**src/rtl/pipe_skid_reg.sv**
```systemverilog
// Pipeline-stage register with valid/ready handshake and 2-entry skid.
// Ports: clk, rst (sync, active-high), flush, in_valid/in_ready/in_data,
//        out_valid/out_ready/out_data (main reg), occupancy (0..2).
module pipe_skid_reg #(
  parameter int unsigned         WIDTH          = 32,
  parameter logic [WIDTH-1:0]    RESET_VAL      = '0,
  parameter bit                  FLUSH_DATA_CLR = 1'b0
) (
  input  logic             clk,
  input  logic             rst,
  input  logic             flush,
  input  logic             in_valid,
  output logic             in_ready,
  input  logic [WIDTH-1:0] in_data,
  output logic             out_valid,
  input  logic             out_ready,
  output logic [WIDTH-1:0] out_data,
  output logic [1:0]       occupancy
);

  typedef enum logic [1:0] {
    EMPTY = 2'd0,
    ONE   = 2'd1,
    TWO   = 2'd2
  } state_t;

  state_t           state_q;
  state_t           state_d;
  logic [WIDTH-1:0] main_q;
  logic [WIDTH-1:0] main_d;
  logic [WIDTH-1:0] skid_q;
  logic [WIDTH-1:0] skid_d;
  logic             push;
  logic             pop;

  // in_ready is a function of registered state only (plus rst/flush),
  // so out_ready never reaches it combinationally.
  assign in_ready  = !rst && !flush && (state_q != TWO);
  assign out_valid = (state_q != EMPTY);
  assign out_data  = main_q;
  assign occupancy = state_q;

  assign push = in_valid && in_ready;
  assign pop  = out_valid && out_ready;

  always_ff @(posedge clk) begin
    if (rst) begin
      state_q <= EMPTY;
      main_q  <= RESET_VAL;
      skid_q  <= RESET_VAL;
    end else begin
      state_q <= state_d;
      main_q  <= main_d;
      skid_q  <= skid_d;
    end
  end

  always_comb begin
    state_d = state_q;
    main_d  = main_q;
    skid_d  = skid_q;
    if (flush) begin
      // A concurrent pop is still a completed transfer; held
      // entries are simply dropped.
      state_d = EMPTY;
      if (FLUSH_DATA_CLR) begin
        main_d = RESET_VAL;
        skid_d = RESET_VAL;
      end
    end else begin
      unique case (state_q)
        EMPTY: begin
          if (push) begin
            state_d = ONE;
            main_d  = in_data;
          end
        end
        ONE: begin
          unique case (1'b1)
            push && pop: begin
              main_d = in_data;
            end
            push && !pop: begin
              state_d = TWO;
              skid_d  = in_data;
            end
            !push && pop: begin
              state_d = EMPTY;
            end
            default: begin
              state_d = ONE;
            end
          endcase
        end
        TWO: begin
          // Skid entry is older than anything still upstream.
          if (pop) begin
            state_d = ONE;
            main_d  = skid_q;
          end
        end
        default: begin
          state_d = EMPTY;
        end
      endcase
    end
  end

endmodule

```
**config.mk**
```make
export PLATFORM = sky130hd
export DESIGN_NAME = pipe_skid_reg
export DESIGN_NICKNAME = d
export VERILOG_FILES = /design/src/rtl/pipe_skid_reg.sv
export SDC_FILE = /design/constraint.sdc
export NUM_CORES = 1
export LEC_CHECK = 0
export CAP_MARGIN = 20
export CORE_ASPECT_RATIO = 1.2
export CORE_MARGIN = 2
export CORE_UTILIZATION = 40
export CTS_CLUSTER_DIAMETER = 150
export DETAILED_ROUTE_END_ITERATION = 10
export HOLD_SLACK_MARGIN = 0.15
export PLACE_DENSITY = 0.72
export SLEW_MARGIN = 5
export SYNTH_ARGS = -nofsm -noshare
export SYNTH_HDL_FRONTEND = slang
export SYNTH_SLANG_ARGS = --single-unit
```
**constraint.sdc**
```tcl
create_clock -name clk -period 3.6 [get_ports clk]
set_clock_uncertainty 0.2 [all_clocks]
set_input_delay 0.36 -clock clk [delete_from_list [all_inputs] [get_ports clk]]
set_output_delay 0.36 -clock clk [all_outputs]
set_load 0.02 [all_outputs]
```
**Yosys cells after proc, flatten, opt, wreduce, memory -nomap -nowiden**

Index checks and enable logic that the tools add are counted.

- Logic and storage cells: 37
- Output and inout bits: 36
- Register bits: 66
- Bits of input ports: 37

- Reduce and logical (&&, ||, !) cells: 18
- Mux-type cells: 8
- Equal/unequal tests: 7
- Bitwise operators: 1

Operators by type and width:

| operator | count |
|---|---|
| $mux 32 | 3 |
| $pmux 32 s3 | 1 |
| $pmux 2 s3 | 2 |
| $ne 2x2->1 const B | 5 |
| $logic_and 1x1->1 | 7 |
| $reduce_and 3->1 | 2 |
| $reduce_and 5->1 | 1 |
| $logic_not 1->1 | 4 |
| $mux 2 | 2 |
| $reduce_bool 3->1 | 1 |
| $eq 2x1->1 const B | 1 |
| $eq 2x2->1 const B | 1 |
| $logic_not 2->1 | 1 |
| $reduce_bool 2->1 | 1 |
| $reduce_or 2->1 | 1 |
| $not 1->1 | 1 |

**Longest topological paths before layout**

Gate-level depths: netlist of the first run.

- Word-level depth: 8
- Gate-level depth with buffers: 11
- Depth with buffers taken out: 8

**Worst setup path before layout of the first run**

No wires, ideal clock.

- Path kind: reg2reg
- Start point: register state_q[0], in the netlist occupancy[0]
- End point: register main_q[10], in the netlist out_data[10]
- Cell stages (with the launch flop): 11
- Path buffers: 3
- Period minus slack after synthesis: 3207 ps
- Slack: 393 ps
- Data required time: 3254 ps
- Setup time: 146 ps
- Arrival time: 2861 ps
- Cells stage by stage: dfxtp_1 buf_2 nand2b_1 buf_2 nor3b_1 and2_1 ha_1 nand2b_1 a221oi_4 buf_4 a211oi_2

- Cells in the longest elaborated chain, start to end: 6
- Elaborated cells between the ends (all ways): 15
- Classes of those cells: eq/ne: 6; mux: 1; reduce/logical: 8

RTL lines:

| element | RTL line | RTL |
|---|---|---|
| from (decl) | 27 | `state_t state_q;` |
| from (signal assigned) | 52 | `state_q <= state_d;` |
| $ne 2x2->1 (*) | 38 | `assign in_ready = !rst && !flush && (state_q != TWO);` |
| $logic_and 1x1->1 (*) | 38 |  |
| net in_ready | 13 | `output logic in_ready,` |
| $logic_and 1x1->1 (*) | 43 | `assign push = in_valid && in_ready;` |
| $logic_and 1x1->1 | 80 | `push && pop: begin` |
| $ne 2x2->1 (no source line) | -- |  |
| $reduce_and 5->1 (no source line) (*) | -- |  |
| to (signal assigned) | 53 | `main_q <= main_d;` |
| to (decl) | 29 | `logic [WIDTH-1:0] main_q;` |

Mark *: on every way through the listed nets, which the timed path passes. The rest lies on a longest branch.
A chain may end at the register's enable or synchronous reset.

**Final worst setup path of the first run**

- Start point: register state_q[0], in the netlist occupancy[0]
- End point: register main_q[26], in the netlist out_data[26]

- Cells in the longest elaborated chain, start to end: 6
- Elaborated cells between the ends (all ways): 15
- Classes of those cells: eq/ne: 6; mux: 1; reduce/logical: 8

RTL lines:

| element | RTL line |
|---|---|
| $ne 2x2->1 | 38 |
| $logic_and 1x1->1 | 38 |
| $logic_and 1x1->1 | 43 |
| $logic_and 1x1->1 | 80 |
| $ne 2x2->1 (no source line) | -- |
| $reduce_and 5->1 (no source line) | -- |

Parallel ways exist; a longest one is shown, timed or not.

==> flow_summary.yaml, run 1 <==
setup_path:
  start_kind: "flop"
  crit_path_cell_trace: "nand2b_2, nor3b_1, and2_1, ha_1, nand2b_1, a221oi_4, buf_12, nor2_1, a211oi_2"
  worstReg2RegStart: "occupancy[0]"
  crit_path_end_kind: "flop"
  path_class: "flop to flop"
  cp.required_ns: 3.65
  cp_max_fo: 64
  r2r-end: "out_data[26]"
  crit_arrival_ns: 2.87
  rrSetupSlack_ns: 0.78
  slowest_delay_ns: 0.56
  slowest_stage: "dfxtp_1"
  r2r_cells: 9
worst_hold_path:
  hold_path_end: "skid_q[7]"
  min_from: "skid_q[7]"
  whs_path_depth: 2
  hold_path_class: "flop to flop"
clock_network:
  cts_buffers: 9
  cts_resized: 0
  clk_path_buf_depth: 2
  cts_tree: "built"
  clkSinkCount: 66
  clk_pin_slew_ns: 0.07
  cts_hold_buf: 0
  clockRootBuffer: "clkbuf_8"
  post_cts_buffers: 0
  clock_latency_ns: 0.33
  htreeDepth: 3
routing:
  wl_per_cell_um: 13.8
  drt-total-wl_um: 6360
  drc: 0
  vias_per_cell: 5.06
  drt-initial-drc-count: 123
  vias: 2338
  drtAntennaViolNets: 0
  first_pass_iters: 4
synthesis:
  synth_edf_count: 0
  synthFlopType: "dfxtp_1"
  synth.distinct_cells: 25
  async_reset_ff_share_pct: 0
  synthTopCellsByArea: "dfxtp_1 (46%), a211oi_2 (12%), mux2i_1 (11%), nand2_1 (8.5%), a21oi_1 (5.9%)"
  syn-instance-count: 308
  synth_nets: 348
  ys_ff_latch: 66
  synth_top_area_share_pct: 46.1
  syn_avg_cell_area_um2: 9.31
  yosysMostFrequentCell: "dfxtp_1"
  syn_area_um2: 2870
  yosysTopAreaCell: "dfxtp_1"
  yosys_warnings: 0
  synthTopCellsByCount: "dfxtp_1 (66), nand2_1 (65), a21oi_1 (34), nor2_1 (34), mux2i_1 (32)"
  ys_seq_area_share_pct: 46.1
power:
  p_leak_nw: 1.49
  cellPowerDensity_nw_per_um2: 417
  ir_drop_uv: 219
run:
  max_cap_violations: 0
global_routing:
  gr-total-overflow: 0
  track_usage_pct: 17.0
  grt_pass1_vias: 2335
  grt_pass1_wl_um: 10600
  grt_start_max_net_pins: 67
  antenna_found_initial: 0
sta:
  finalCritPeriodShare_pct: 78.3
  finalHoldViolations: 0
  worst_pin_slew_ns: 0.850
  fmax_mhz: 355
  relSlewSlack_pct: 43.4
  drv_slew: 0
  setup_violations: 0
  period_minus_slack_ns: 2.82
  setup_tns_ns: 0
  grt_setup_unrepaired: "no"
status:
  status: "finished clean"
die:
  row_count: 33
  dieHeight_um: 96.8
  die_w_um: 81.3
  initial_utilization_pct: 41.6
  die_area_um2: 7870
  coreArea_um2: 6900
  io_pins: 73
cells_and_area:
  nets: 410
  area_growth_pct: 33.5
  drive_gt1_share_pct: 14.4
  fillers: 611
  multi_input_area_um2: 1420
  seqCellArea_um2: 1320
  stdcell_area_um2: 3830
  n_antenna_cell: 0
place:
  gp_congestion: 0.776
  hpwl_um: 3960
  io_buffer_count: 72
  place_area_um2: 3630
[metal layers]
metal	GRT usage [%]	share of wire (%)	vias up
met5	0	0	-
met4	7.30	1.9	0
met3	4.20	4.2	10
met2	28.3	47	55
met1	20.2	47	1094
li1	-	-	1179
[placed cells by master, fill, tap and decap left out, drive strengths merged]
cell type,count
clkdlybuf4s50,71
dfxtp,66
nand2,65
a21oi,34
nor2,34
mux2i,32
a211oi,32
clkbuf,15
buf,6
ha,3
inv,2
nor3b,2
o21ai,2
nand2b,2
or2,1
and2,1
or4b,1
a221oi,1
nor4bb,1
nand4bb,1
nor3,1
a2111oi,1
clkinv,1
[flip-flops by register name (all words and copies together) (netlist names)]
register and cells:
out_data 32, occupancy 2, skid_q 32
[final cells by class]
cell class,count,area share [%]
Inverter,2,0.196
Clock buffer,15,5.13
Sequential cell,66,34.5
Timing Repair Buffer,77,20.0
Clock inverter,1,0.131
Multi-Input combinational cell,214,37.2
Tap cell,87,2.84
[critical path: cells and delay by family, from the launching register on]
family / cells / cell delay [ns]
flops: 1 / 0.56
fa+ha+maj: 1 / 0.22
compound gates: 2 / 0.53
buf+inv: 1 / 0.32
simple gates: 5 / 0.86
[where the power goes]
part	switching (mW)	total, mW	internal (mW)
logic	0.111	0.223	0.111
registers	0.0146	0.769	0.754
clock network	0.262	0.606	0.344
[worst max path at each step]
stage	end	slack, ns	startpoint	cells past startpoint
after floorplan	out_data[10]	0.39	occupancy[0]	10
after global placement	out_data[4]	0.64	flush	9
after detailed placement	out_data[2]	0.51	flush	9
after CTS	out_data[2]	0.78	occupancy[0]	9
after global routing	out_data[2]	0.55	occupancy[0]	9
final	out_data[26]	0.78	occupancy[0]	9
[per-stage QoR]
stage / hold slack, ns / cells / worst slack, ns / power [mW] / utilization, %
floorplan: 0.236 / 308 / 0.393 / 0.904 / -
global placement: 0.241 / 446 / 0.645 / 1.01 / 52.6
detailed placement: 0.247 / 446 / 0.511 / 1.01 / 52.6
CTS: 0.256 / 462 / 0.775 / 1.62 / 55.5
global route: 0.275 / 462 / 0.551 / 1.67 / 55.5
finish: 0.253 / 462 / 0.782 / 1.60 / 55.5
[cell families after synthesis]
kind of cell,Yosys count,synth area share [%]
buffers and inverters,28,4.93
and+or+nand+nor,109,15.7
AOI/OAI and AO/OA,70,20.8
muxes,32,11.2
adders and majority gates,3,1.31
DFF,66,46.1
(Power assumes the default switching activity.)
==> run 2: changes to the inputs <==
--- a/config.mk
+++ b/config.mk
@@ -12,7 +12,7 @@
 export CTS_CLUSTER_DIAMETER = 150
 export DETAILED_ROUTE_END_ITERATION = 10
 export HOLD_SLACK_MARGIN = 0.15
-export PLACE_DENSITY = 0.72
+export PLACE_DENSITY = 0.75
 export SLEW_MARGIN = 5
 export SYNTH_ARGS = -nofsm -noshare
 export SYNTH_HDL_FRONTEND = slang
==> constraint.sdc (replaced) <==
create_clock -name clk -period 2.3 [get_ports clk]
set_clock_uncertainty 0.2 [all_clocks]
set_input_delay 0.23 -clock clk [delete_from_list [all_inputs] [get_ports clk]]
set_output_delay 0.23 -clock clk [all_outputs]
set_load 0.02 [all_outputs]
==> run 2 against run 1 <==
First-iteration DRC count is 21% lower; cell count is 3.7% higher; routed wire length is 7.3% higher; worst setup slack worse by 0.67 ns; critical path type unchanged; critical endpoint is now out_data[11]; largest cell class unchanged.
==> flow_summary.yaml, run 2 (synthesized netlist as in run 1, its figures left out) <==
status:
  status: "finished clean"
routing:
  vias: 2427
  top_layer_used: "met4"
  vias_per_cell: 5.07
  first_pass_iters: 4
  wl_per_cell_um: 14.2
  wl_met3_um: 311
  drc: 0
  drt-initial-drc-count: 97
  route.met2.wl_um: 3410
  wl_met1_um: 2990
  drtAntennaViolNets: 0
  drt-total-wl_um: 6820
global_routing:
  track_usage_pct: 17.2
  gr-total-overflow: 0
  antenna_found_initial: 0
  grt_pass1_vias: 2276
  grt_start_max_net_pins: 66
  grt_pass1_wl_um: 10500
die:
  io_pins: 73
  dieHeight_um: 96.8
  row_count: 33
  coreArea_um2: 6900
  die_w_um: 81.3
  initial_utilization_pct: 41.6
  die_area_um2: 7870
setup_path:
  crit_path_end_kind: "flop"
  cp-endpoint: "out_data[11]"
  path_class: "flop to flop"
  cp.required_ns: 2.36
  r2r_cells: 10
  rrSetupSlack_ns: 0.11
  worstReg2RegStart: "occupancy[0]"
  critPathLaunch: "occupancy[0]"
  start_kind: "flop"
  cp_max_fo: 11
  r2r-end: "out_data[11]"
  crit_arrival_ns: 2.25
sta:
  finalCritPeriodShare_pct: 95.1
  fmax_mhz: 457
  drv_slew: 0
  relSlewSlack_pct: 44.5
  finalHoldViolations: 0
  setup_tns_ns: 0
  period_minus_slack_ns: 2.19
  hold_ws_ns: 0.133
  worst_pin_slew_ns: 0.833
  setup_violations: 0
  grt_setup_unrepaired: "no"
  fin_ws_ns: 0.112
place:
  gp_congestion: 0.764
  hpwl_um: 4290
  pre_cts_ws_ns: -0.179
  place_inst: 457
  io_buffer_count: 72
clock_network:
  clk_path_buf_depth: 2
  clk_pin_slew_ns: 0.07
  cts_buffers: 9
  clock_latency_ns: 0.34
  clockRootBuffer: "clkbuf_8"
  htreeDepth: 3
  clkSinkCount: 66
  cts_tree: "built"
power:
  seqPwrFrac_pct: 43.3
  p_sw_mw: 0.669
  finalPower_mw: 2.78
  clock_power_share_pct: 42.6
  p_int_mw: 2.11
  p_sw_share_pct: 24.1
  ir_drop_uv: 484
  cellPowerDensity_nw_per_um2: 668
  pwr-share-comb_pct: 14.1
  p_leak_nw: 1.64
cells_and_area:
  nets: 427
  area_growth_pct: 44.9
  finalNonFillerCells: 479
  layout.cells.most_common: "clkdlybuf4s50_1"
  n_antenna_cell: 0
  layout_common_cells: "clkdlybuf4s50_1 (71), nand2_1 (65), dfxtp_1 (64), a21oi_1 (34), nor2_1 (34)"
  drive_gt1_share_pct: 19.9
worst_hold_path:
  hold_path_class: "input pin to flop"
run:
  max_cap_violations: 0
run 2: cell count changes in the layout (fill, tap and decap cells not counted), sizes merged:
| cell | before | now |
|---|---|---|
| clkbuf | 15 | 13 |
| clkinv | 1 | 0 |
| dlymetal6s4s | 0 | 1 |
| buf | 6 | 19 |
| clkinvlp | 0 | 1 |
| inv | 2 | 4 |
| bufinv | 0 | 3 |
run 2: how the worst min path moves through the flow:
stage,start,to,slack [ns],cells past startpoint
6_report,rst,occupancy[0],0.13,2
5_1_grt,rst,occupancy[0],0.17,2
4_1_cts,in_data[12],skid_q[12],0.24,3
3_5_place_dp,skid_q[24],skid_q[24],0.25,2
3_3_place_gp,skid_q[7],skid_q[7],0.24,2
2_1_floorplan,flush,occupancy[0],0.10,1
run 2: power groups by stage:
| stage | Combinational (mW) | Sequential (mW) | Clock (mW) |
|---|---|---|---|
| after detailed placement | 0.369 | 1.23 | 0 |
| after global placement | 0.362 | 1.23 | 0 |
| after global routing | 0.419 | 1.21 | 1.26 |
| after CTS | 0.372 | 1.20 | 1.21 |
| final | 0.392 | 1.20 | 1.18 |
| after floorplan | 0.153 | 1.27 | 0 |
run 2: per-layer routing:
layer  track usage [%]  vias up
met5                 0        -
met4              6.39        0
met3              6.16       11
met2              27.6       55
met1              20.6     1144
li1                  -     1217
run 2: critical path: stages (launching register included):
cell	delay, ns
dfxtp_4	0.37
nand2b_4	0.12
nor3b_4	0.19
and2_4	0.19
ha_4	0.14
nand2b_4	0.06
a221oi_4	0.32
buf_6	0.20
buf_12	0.13
nor2_1	0.05
a211oi_2	0.14
run 2: area by class of cell:
class / instances / area, um^2
clock buffers: 10 / 128
clock inverters: 6 / 113
fillers: 569 / 2740
inverters: 2 / 7.51
multi-input cells: 214 / 1470
flip-flops and latches: 66 / 1330
well taps: 87 / 109
repair buffers: 94 / 1000
run 2: metrics by stage:
step	util (%)	area, um^2
2_1_floorplan	-	2980
3_3_place_gp	55.1	3800
3_5_place_dp	55.1	3800
4_1_cts	58.7	4050
5_1_grt	60.3	4160
6_report	60.3	4160
run 2: repair_timing:
action,4_1_cts,5_1_grt
buffers inserted,0,3
endpoints found under the setup margin,0,44
gates resized for setup,0,5
hold buffers,1,0
hold endpoints to repair,1,0
==> run 3: changes to the inputs <==
--- a/config.mk
+++ b/config.mk
@@ -11,7 +11,8 @@
 export CORE_UTILIZATION = 40
 export CTS_CLUSTER_DIAMETER = 150
 export DETAILED_ROUTE_END_ITERATION = 10
-export HOLD_SLACK_MARGIN = 0.15
+export GPL_TIMING_DRIVEN = 0
+export HOLD_SLACK_MARGIN = 0.12
 export PLACE_DENSITY = 0.75
 export SLEW_MARGIN = 5
 export SYNTH_ARGS = -nofsm -noshare
==> run 3 against run 2 <==
Die area is the same; flip-flop and latch count unchanged; critical path depth unchanged; core utilization up 0.47 points; worst setup slack worse by 0.089 ns; sequential power hardly changed; worst hold slack improved by 0.12 ns; total power fell by 13%; via count up 3.4%; register-to-register slack got worse by 0.09 ns; first-iteration DRC count is 28% higher; combinational power grew 5.9%; critical endpoint is now out_data[28]; largest power group unchanged.
==> flow_summary.yaml, run 3 (synthesized netlist as in run 1, its figures left out) <==
cells_and_area:
  n_antenna_cell: 0
  layout.cells.most_common: "clkdlybuf4s50_1"
  fin_util_pct: 60.8
  fillers: 563
  layout_common_cells: "clkdlybuf4s50_1 (70), nand2_1 (64), dfxtp_1 (64), a21oi_1 (34), nor2_1 (33)"
  nets: 443
  area_growth_pct: 46.1
  drive_gt1_share_pct: 20.6
sta:
  relSlewSlack_pct: 49.2
  finalCritPeriodShare_pct: 99.0
  fin_ws_ns: 0.0229
  period_minus_slack_ns: 2.28
  worst_pin_slew_ns: 0.762
  finalHoldViolations: 0
  drv_slew: 0
  grt_setup_unrepaired: "yes"
  setup_violations: 0
  fmax_mhz: 439
place:
  gp_congestion: 0.743
  hpwl_um: 4870
  pre_cts_ws_ns: -0.570
  io_buffer_count: 72
global_routing:
  gr-total-overflow: 0
  antenna_found_initial: 0
  grt_pass1_vias: 2531
  grt_start_max_net_pins: 11
  track_usage_pct: 19.3
  grt_pass1_wl_um: 11900
die:
  coreArea_um2: 6900
  die_area_um2: 7870
  io_pins: 73
  dieHeight_um: 96.8
  row_count: 33
  die_w_um: 81.3
  initial_utilization_pct: 41.6
clock_network:
  cts_tree: "built"
  clk_path_buf_depth: 2
  cts_buffers: 9
  clockRootBuffer: "clkbuf_8"
  htreeDepth: 3
  clock_latency_ns: 0.33
  clkSinkCount: 66
  clk_pin_slew_ns: 0.06
worst_hold_path:
  whs_path_depth: 2
  hold_path_class: "flop to flop"
routing:
  top_layer_used: "met4"
  drc: 0
  wl_met1_um: 3130
  vias_per_cell: 5.08
  wl_met3_um: 335
  route.met2.wl_um: 3900
  drtAntennaViolNets: 0
  drt-total-wl_um: 7440
  vias: 2509
  drt-initial-drc-count: 124
  first_pass_iters: 4
  wl_per_cell_um: 15.1
power:
  ir_drop_uv: 471
  p_leak_nw: 1.65
  cellPowerDensity_nw_per_um2: 574
  finalPower_mw: 2.41
setup_path:
  path_class: "flop to flop"
  r2r_cells: 10
  cp_max_fo: 8
  start_kind: "flop"
  crit_path_end_kind: "flop"
  crit_arrival_ns: 2.32
  cp.required_ns: 2.34
run:
  max_cap_violations: 0
status:
  status: "finished clean"
run 3: changes by cell type in the layout (fill, tap and decap cells not counted), moves of 3 or more:
cell	before	now
bufinv_16	3	0
buf_8	0	6
clkbuf_4	0	3
clkbuf_1	1	10
buf_12	4	0
buf_1	0	3
run 3: final timing paths:
| path | startpoint | to | slack, ns |
|---|---|---|---|
| max | occupancy[0] | out_data[28] | 0.02 |
| min | skid_q[1] | skid_q[1] | 0.26 |
| max reg2reg | occupancy[0] | out_data[28] | 0.02 |
| min reg2reg | skid_q[1] | skid_q[1] | 0.26 |
run 3: critical path, cell delays in order, from the launching register on:
cell,delay (ns)
dfxtp_4,0.38
nand2b_4,0.13
nor3b_4,0.18
and2_4,0.20
ha_4,0.15
nand2b_4,0.06
a221oi_4,0.29
buf_6,0.23
buf_4,0.14
nor2_1,0.03
a211oi_1,0.19
run 3: timing repair:
| action | in CTS | in global routing |
|---|---|---|
| setup buffers | 9 | 3 |
| gates resized for setup | 11 | 20 |
| endpoints found under the setup margin | 63 | 62 |
| hold buffers | 0 | 0 |
| pin swaps | 3 | 6 |
| gates cloned | 2 | 2 |
run 3: per-layer routing:
metal	GRT usage [%]	up-vias
met4	5.48	0
met5	0	-
met2	33.5	60
li1	-	1238
met1	23.9	1203
met3	3.54	8
run 3: area by class of cell:
cell class | instances | area (um^2) | area share, %
inverters | 2 | 7.51 | 0.179
well taps | 87 | 109 | 2.60
plain buffers | 23 | 200 | 4.78
clock inverters | 3 | 17.5 | 0.418
multi-input cells | 214 | 1480 | 35.4
clock buffers | 12 | 135 | 3.23
flip-flops and latches | 66 | 1330 | 31.7
repair buffers | 87 | 910 | 21.7
run 3: power by group:
group / switching [mW] / internal (mW) / leakage [nW] / total, mW
clock: 0.406 / 0.382 / 0.0762 / 0.789
sequential: 0.0225 / 1.18 / 0.537 / 1.20
combinational: 0.202 / 0.212 / 1.04 / 0.415
total: 0.631 / 1.77 / 1.65 / 2.41
run 3: stage by stage:
stage               TNS (ns)  cells  hold WS [ns]  instance area (um^2)
CTS                   -0.129    491         0.255                  4090
global route          -0.274    494         0.267                  4190
floorplan             -12.97    308         0.103                  2980
global placement      -23.54    467         0.240                  3810
finish                     0    494         0.255                  4190
detailed placement    -26.12    467         0.246                  3810
